`src/rtl/button_event_scheduler.sv`:
```
// -----------------------------------------------------------------------------
// button_event_scheduler
//
// Turns N_BTN debounced button levels into discrete PRESS / LONG / REPEAT
// events and serialises them onto a single valid/ready event stream. Pending
// events are granted round-robin. The stream feeds the clock/alarm setting FSM,
// which consumes one event at a time.
//
// Ports
//   clk        in   1        system clock, all logic on posedge
//   resetn     in   1        synchronous reset, active-low
//   btn_level  in   N_BTN    debounced levels, 1 = pressed
//   evt_valid  out  1        event available
//   evt_ready  in   1        consumer accepts event
//   evt_btn    out  IDX_W    button index of the event
//   evt_kind   out  2        0 PRESS, 1 LONG, 2 REPEAT (3 never produced)
//   evt_drop   out  1        1-cycle pulse: an event was lost because the
//                            button's pending slot was already full
//
// Handshake: an event transfers on a posedge where evt_valid and evt_ready are
// both 1. evt_valid never drops without a transfer, and while evt_valid=1 and
// evt_ready=0 the evt_btn / evt_kind payload is held stable. evt_ready may be
// asserted at any time, independently of evt_valid.
//
// Pipeline: each button FSM registers its emit; the emit lands in that
// button's pending slot one edge later; the arbiter moves a slot into the
// output register one edge after that. A level sampled high at edge t gives
// evt_valid=1 after edge t+2 when the consumer is ready.
// -----------------------------------------------------------------------------
module button_event_scheduler #(
    parameter int N_BTN         = 3,
    parameter int LONG_CYCLES   = 24000000,
    parameter int REPEAT_CYCLES = 4800000,
    parameter int CNT_W         = 25,
    localparam int IDX_W        = (N_BTN > 1) ? $clog2(N_BTN) : 1
) (
    input  logic             clk,
    input  logic             resetn,
    input  logic [N_BTN-1:0] btn_level,
    output logic             evt_valid,
    input  logic             evt_ready,
    output logic [IDX_W-1:0] evt_btn,
    output logic [1:0]       evt_kind,
    output logic             evt_drop
);

    localparam logic [1:0] KIND_PRESS  = 2'd0;
    localparam logic [1:0] KIND_LONG   = 2'd1;
    localparam logic [1:0] KIND_REPEAT = 2'd2;

    // Terminal counts: the counter runs 0..TC, so TC+1 cycles elapse per period.
    localparam logic [CNT_W-1:0] LONG_TC   = CNT_W'(LONG_CYCLES - 1);
    localparam logic [CNT_W-1:0] REPEAT_TC = CNT_W'(REPEAT_CYCLES - 1);

    typedef enum logic [1:0] {
        ST_ARM  = 2'd0,
        ST_IDLE = 2'd1,
        ST_HELD = 2'd2,
        ST_RPT  = 2'd3
    } btn_state_t;

    // Per-button emit strobes (registered FSM outputs) and their kinds.
    logic [N_BTN-1:0] emit_v;
    logic [1:0]       emit_k [N_BTN];

    // Pending slots: one entry per button.
    logic [N_BTN-1:0] pend_v;
    logic [1:0]       pend_k [N_BTN];

    // Arbiter signals.
    logic [IDX_W-1:0] rr_q;
    logic [IDX_W-1:0] grant_idx;
    logic [IDX_W-1:0] next_rr;
    logic             grant_found;
    logic             load_out;
    logic [N_BTN-1:0] drain_vec;
    logic [N_BTN-1:0] drop_vec;
    int               probe;

    // -------------------------------------------------------------------------
    // Per-button press / long / repeat FSM
    // -------------------------------------------------------------------------
    for (genvar b = 0; b < N_BTN; b++) begin : g_btn
        btn_state_t       state_q;
        logic [CNT_W-1:0] cnt_q;
        logic             emit_q;
        logic [1:0]       kind_q;

        always_ff @(posedge clk) begin
            if (!resetn) begin
                state_q <= ST_ARM;
                cnt_q   <= '0;
                emit_q  <= 1'b0;
                kind_q  <= KIND_PRESS;
            end else begin
                emit_q <= 1'b0;
                case (state_q)
                    // A button held through reset must be released before it
                    // can generate anything.
                    ST_ARM: begin
                        if (!btn_level[b]) begin
                            state_q <= ST_IDLE;
                        end
                    end
                    ST_IDLE: begin
                        if (btn_level[b]) begin
                            emit_q  <= 1'b1;
                            kind_q  <= KIND_PRESS;
                            cnt_q   <= '0;
                            state_q <= ST_HELD;
                        end
                    end
                    // Release is tested first so it beats a same-cycle
                    // terminal count: no LONG/REPEAT on the release cycle.
                    ST_HELD: begin
                        if (!btn_level[b]) begin
                            state_q <= ST_IDLE;
                        end else if (cnt_q == LONG_TC) begin
                            emit_q  <= 1'b1;
                            kind_q  <= KIND_LONG;
                            cnt_q   <= '0;
                            state_q <= ST_RPT;
                        end else begin
                            cnt_q <= cnt_q + 1'b1;
                        end
                    end
                    ST_RPT: begin
                        if (!btn_level[b]) begin
                            state_q <= ST_IDLE;
                        end else if (cnt_q == REPEAT_TC) begin
                            emit_q <= 1'b1;
                            kind_q <= KIND_REPEAT;
                            cnt_q  <= '0;
                        end else begin
                            cnt_q <= cnt_q + 1'b1;
                        end
                    end
                    default: begin
                        state_q <= ST_ARM;
                    end
                endcase
            end
        end

        assign emit_v[b] = emit_q;
        assign emit_k[b] = kind_q;
    end

    // -------------------------------------------------------------------------
    // Round-robin grant over the pending slots, starting at rr_q
    // -------------------------------------------------------------------------
    assign load_out = !evt_valid || evt_ready;

    always_comb begin
        grant_found = 1'b0;
        grant_idx   = '0;
        probe       = 0;
        for (int i = 0; i < N_BTN; i++) begin
            probe = int'(rr_q) + i;
            if (probe >= N_BTN) begin
                probe = probe - N_BTN;
            end
            if (!grant_found && pend_v[probe[IDX_W-1:0]]) begin
                grant_found = 1'b1;
                grant_idx   = probe[IDX_W-1:0];
            end
        end
    end

    always_comb begin
        if (grant_idx == IDX_W'(N_BTN - 1)) begin
            next_rr = '0;
        end else begin
            next_rr = grant_idx + 1'b1;
        end
    end

    // Slot being moved into the output register this cycle.
    always_comb begin
        drain_vec = '0;
        if (load_out && grant_found) begin
            drain_vec[grant_idx] = 1'b1;
        end
    end

    // A new event is lost only if its slot is full and not draining now;
    // a slot that drains in the same cycle accepts the new event.
    assign drop_vec = emit_v & pend_v & ~drain_vec;

    // -------------------------------------------------------------------------
    // Pending slots and drop pulse
    // -------------------------------------------------------------------------
    always_ff @(posedge clk) begin
        if (!resetn) begin
            pend_v   <= '0;
            evt_drop <= 1'b0;
            for (int i = 0; i < N_BTN; i++) begin
                pend_k[i] <= KIND_PRESS;
            end
        end else begin
            evt_drop <= |drop_vec;
            for (int i = 0; i < N_BTN; i++) begin
                if (emit_v[i] && !drop_vec[i]) begin
                    pend_v[i] <= 1'b1;
                    pend_k[i] <= emit_k[i];
                end else if (drain_vec[i]) begin
                    pend_v[i] <= 1'b0;
                end
            end
        end
    end

    // -------------------------------------------------------------------------
    // Output register and round-robin pointer
    // -------------------------------------------------------------------------
    always_ff @(posedge clk) begin
        if (!resetn) begin
            evt_valid <= 1'b0;
            evt_btn   <= '0;
            evt_kind  <= KIND_PRESS;
            rr_q      <= '0;
        end else if (load_out) begin
            if (grant_found) begin
                evt_valid <= 1'b1;
                evt_btn   <= grant_idx;
                evt_kind  <= pend_k[grant_idx];
                rr_q      <= next_rr;
            end else begin
                evt_valid <= 1'b0;
            end
        end
    end

endmodule

```
`config.mk`:
```
export PLATFORM = sky130hd
export DESIGN_NAME = button_event_scheduler
export DESIGN_NICKNAME = d
export VERILOG_FILES = /design/src/rtl/button_event_scheduler.sv
export SDC_FILE = /design/constraint.sdc
export NUM_CORES = 1
export LEC_CHECK = 0
export CORE_ASPECT_RATIO = 1.2
export CORE_MARGIN = 4
export CORE_UTILIZATION = 58
export DETAILED_ROUTE_END_ITERATION = 8
export DONT_BUFFER_PORTS = 1
export PLACE_DENSITY = 0.76
export SYNTH_ARGS = -nofsm -noshare
export SYNTH_HDL_FRONTEND = slang
export SYNTH_SLANG_ARGS = --single-unit
```
`constraint.sdc`:
```
create_clock -name clk -period 2.5 [get_ports clk]
set_input_delay 0.25 -clock clk [delete_from_list [all_inputs] [get_ports clk]]
set_output_delay 0.25 -clock clk [all_outputs]
set_load 0.05 [all_outputs]
```
Word level (Yosys, flattened, before mapping)
Memory sizes are Yosys's and may differ from the RTL's. A register that Yosys moved wholly into a read port is not among the register bits. Cells that the tools add are included.

$add $sub $neg: 9. Order comparisons: 8. Eq/ne operators: 37. Muxes and demuxes: 108. Bitwise gates (word level): 6. Reductions and logical operators: 38.

Operators by type and width (number): 2-to-1 mux 25 bit (15); one-hot mux 25 bit (3 select lines) (3); adder 25 x 1 -> 25 bit, second input constant (3); == test 25 x 23 -> 1 bit, second input constant (3); == test 25 bit, second input constant (3); 2-to-1 mux 2 bit (37); 2-to-1 mux 1 bit (39); != test 2 bit, second input constant (18); one-hot mux 2 bit (3 select lines) (6); AND reduction 6 bit (3); == test 2 bit, second input constant (7); less-than comparator 2 x 3 -> 1 bit, second input constant (4); AND reduction 4 bit (3); != test 3 bit, second input constant (3); one-hot mux 1 bit (3 select lines) (3); AND reduction 3 bit (3); nonzero test 3 bit (3); logical AND 1 bit (7); zero test 1 bit (7); bitwise AND 3 bit (2); binary-select mux 1 bit (select 2 bit) (3); == test 2 x 1 -> 1 bit, second input constant (3); greater-or-equal comparator 3 x 2 -> 1 bit, second input constant (2); zero test 2 bit (3); other kinds (15) (23).

Register bits after elaboration: 99. Bits in writable memories: 6. Bits of input ports: 6. Output and inout port bits: 6. Word-level logic and storage cells: 226. Memories kept: 1.

Memories: pend_k (depth 3, bits a word 2, read ports 1, clocked after memory_dff 1, wr ports 3, line 68) `logic [1:0] pend_k [N_BTN];`.

Depth between registers and ports, before layout
Word-level depth: 24. Mapped depth: 10. Gate-level depth less buffers: 8.

Least setup slack after synthesis
Ideal clock, no wire load.

Path kind: register to register. Start point: register rr_q[0]. End point: memory pend_k[2][0], enable pin. Library setup time: 0.327 ns. Arrival: 2.278 ns. Data required time: 2.173 ns. Path slack: -0.105 ns. Cell stages (with the launch flop): 11. Buffers on the path: 2. Period minus slack after synthesis: 2.605 ns. Path through: dfxtp_1 > inv_1 > ha_1 > buf_2 > nor2b_1 > o21ai_0 > nand3_1 > mux2_2 > clkbuf_1 > a31oi_1 > o21ai_0.

RTL lines: start, declared (line 71) `logic [IDX_W-1:0] rr_q;`; start signal, assigned (line 227) `rr_q <= next_rr;`; end, declared (line 68).

Worst setup path in the final report
Start point: register g_btn[1].cnt_q[9]. End point: register g_btn[1].kind_q[1].

Longest elaborated chain between the ends: 3. Elaborated cells between the ends (all ways): 5. Classes of those cells: 4 x eq/ne; 1 x reduce/logical.

Ends and longest elaborated chain: start, declared (line 85) `logic [CNT_W-1:0] cnt_q;`; start signal, assigned (line 124) `cnt_q <= cnt_q + 1'b1;`; start signal, assigned (line 135) `cnt_q <= cnt_q + 1'b1;`; == test 25 x 23 -> 1 bit or == test 25 bit (tied branches) (line 130, 118); != test 2 bit (no line); AND reduction 6 bit (no line) (*); end signal, assigned (line 108) `kind_q <= KIND_PRESS;`; end signal, assigned (line 120) `kind_q <= KIND_LONG;`; end signal, assigned (line 132) `kind_q <= KIND_REPEAT;`; end, declared (line 87) `logic [1:0] kind_q;`.

Mark *: on every way between the ends. The rest lies on a longest branch, timed or not. A chain may end at the register's enable or synchronous reset.

==> out/metrics.cfg <==
[finish]
area_growth_syn_to_layout_pct = 15.20
fin_nets = 813
num_antenna_cells = 0
drive_above_1_share_pct = 14.02

[floorplanning]
dieArea_sq_um = 12120
num_rows = 40
core-area_sq_um = 10110
fp.dieW_um = 101.2
die_h_um = 119.8
num_io_pins = 12
start_util_pct = 59.78

[route]
firstDrtPassIters = 6
drtIter0Drc = 309
wl_met1_um = 6634
topRoutingLayerUsed = met4
dr_wl_met2_um = 7643
totalWireLength_um = 15330
met3_length_um = 706
viasPerCell = 6.388
avgRoutedWirePerCell_um = 16.69
drc = 0
ant_nets = 0
via_count = 5864

[min_path]
hold_start = btn_level[1]
hold_class = input port to flip-flop
worstHoldPathCells = 2
holdPathEnd = g_btn[1].emit_q

[yosys]
yosys.area.top_type = dfxtp_1
synth_top_flop_cell = dfxtp_1
syn_nets = 776
yosysSeqAreaShare_pct = 36.44
synth.distinct_cells = 65
yosysMostFrequentCell = dfxtp_1
yosys_register_bits = 107
synth_area_sq_um = 6043
async_reset_ff_share_pct = 0
ys_top_cells_by_area = dfxtp_1 (33%), nor2_1 (4.4%), nand3_1 (4.4%)
avgSynthCellArea_sq_um = 8.058
synth_top_area_share_pct = 33.46
synth_common_cells = dfxtp_1 (101), nor2_1 (71), nand2_1 (70)
yosysWarnings = 0
synth_edf_count = 6
syn_inst = 750

[placement]
hpwl_um = 10470
portBuffers = 0
dp_slack_ns = -0.1882
routabilityCongestion = 0.9001

[global_route]
grt_pass1_wl_um = 25160
track_usage_pct = 24.72
antenna_found_initial = 0
grt_pass1_vias = 5591
grt_max_degree = 69
gr-total-overflow = 0

[run_status]
status = complete, no violations

[worst_setup_path]
reg2reg_to = g_btn[1].kind_q[1]
cp.required_ns = 2.74
reg2reg_depth = 6
regToRegSetupSlack_ns = 0.04
cp-end-kind = flip-flop
r2r-start = g_btn[1].cnt_q[9]
arrival_ns = 2.70
crit_fanout = 6
path_class = flip-flop to flip-flop
cp-start-kind = flip-flop

[timing]
final_hold_viol_count = 0
setup_viol = 0
min_period_over_period_pct = 98.55
clock_skew_ns = 0.01098
maxSlewViolCount = 0
maxSlewHeadroom_pct = 59.19
post-route-min-period_ns = 2.464
rsz0062_at_grt = true
max_freq_mhz = 405.9
tightest_slew_ns = 0.6085
setup_slack_ns = 0.03627

[clock_network]
clk_latency_ns = 0.35
clockBufferDepth = 2
cts.htree.levels = 3
clock-sinks = 107
clk_pin_slew_ns = 0.07
cts_buffers = 9
postCtsHoldBufs = 0
cts_tree = yes
root_buffer = clkbuf_16

[power_and_ir_drop]
leakage_nw = 2.374
total_power_w = 0.005143
irDropWorstVdd_v = 0.0003564
powerDensity_nw_per_um2 = 738.8

[job]
max_cap_violations = 0

metal layers:
metal / track usage [%] / vias up
li1: - / 2854
met1: 31.27 / 2796
met2: 41.78 / 185
met3: 3.256 / 29
met4: 10.31 / 0
met5: 0 / -
logic make-up (layout without fill, tap and decap cells):
group	Yosys count	after routing	synth area share [%]
simple gates	335	335	28.59
xor+xnor	33	33	4.782
mux	13	13	2.215
compound gates	173	174	19.40
fa+ha+maj	20	20	4.141
buf+inv	69	110	4.431
flops	107	107	36.44
cell usage in the layout, fill, tap and decap left out, drive strengths merged, types with 4 or more instances in the layout:
master	synthesis	final
edfxtp	6	6
nor2b	10	10
a21oi	43	44
nand2b	7	7
nand2	70	70
and4	5	5
nand4b	7	7
o22ai	9	9
dfxtp	101	101
or3	5	5
nor4bb	4	4
and2	5	5
o21ai	35	35
nor4	8	8
nor3	26	26
nand4	31	31
a31oi	11	11
o41ai	4	4
or4	7	7
o21a	5	5
o31ai	5	5
nand3	53	53
and3	14	14
inv	32	35
nor2	71	71
clkbuf	29	9
xor2	11	11
o311ai	7	7
xnor2	22	22
buf	8	62
a221oi	5	5
o211ai	19	19
ha	20	20
mux2i	10	10
layout make-up:
| class | count | area, sq um |
|---|---|---|
| multi-input cells | 575 | 3695 |
| fillers | 815 | 3148 |
| flip-flops and latches | 107 | 2205 |
| repair buffers | 62 | 485.5 |
| clock buffers | 9 | 225.2 |
| well taps | 126 | 157.7 |
| inverters | 32 | 120.1 |
| clock inverters | 7 | 73.82 |
registers in the layout (all words and copies together) (netlist names):
register	flops
evt_btn	2
evt_kind	2
g_btn.cnt_q	75
evt_valid	1
pend_v	3
g_btn.emit_q	3
pend_k	6
rr_q	2
g_btn.state_q	6
g_btn.kind_q	6
evt_drop	1
worst max-delay path, stage by stage (launching register included):
cell and delay, ns:
dfxtp_1 0.32, or4b_1 0.53, or4_4 0.48, o31ai_4 0.41, nand3_1 0.32, mux2i_1 0.24
nor2_1 0.05
timing repair:
action,4_1_cts,5_1_grt
endpoints found under the hold margin,0,0
cloned,0,1
setup buffers,0,4
pin swaps,2,8
gates resized for setup,11,22
setup endpoints to repair,13,51
worst max path at each step:
stage | start | to | slack (ns) | depth (start not counted)
finish | g_btn[1].cnt_q[9] | g_btn[1].kind_q[1] | 0.04 | 6
global route | rr_q[0] | pend_k[1][0] | -0.07 | 10
CTS | g_btn[1].cnt_q[9] | g_btn[1].cnt_q[17] | 0.004 | 6
detailed placement | rr_q[0] | pend_k[0][0] | -0.19 | 9
global placement | rr_q[0] | pend_k[0][0] | -0.003 | 9
floorplan | rr_q[0] | pend_k[2][0] | -0.01 | 10
through the flow:
| stage | utilization (%) | area (sq um) | hold WS [ns] | TNS [ns] | cells |
|---|---|---|---|---|---|
| floorplan | - | 6051 | 0.3683 | -0.02645 | 750 |
| global placement | 64.42 | 6513 | 0.3761 | -0.006662 | 897 |
| detailed placement | 64.42 | 6513 | 0.3846 | -1.361 | 897 |
| CTS | 67.78 | 6853 | 0.02077 | 0 | 913 |
| global route | 68.86 | 6962 | 0.02187 | -0.3654 | 918 |
| finish | 68.86 | 6962 | 0.02963 | 0 | 918 |
power by group:
group	leakage [nW]	internal [W]	switching [W]	total [W]
Combinational	1.35	0.000711	0.00103	0.00174
Sequential	0.879	0.00181	0.000142	0.00195
Clock	0.143	0.000783	0.000668	0.00145
No activity file was read; power rests on OpenSTA's default activity.
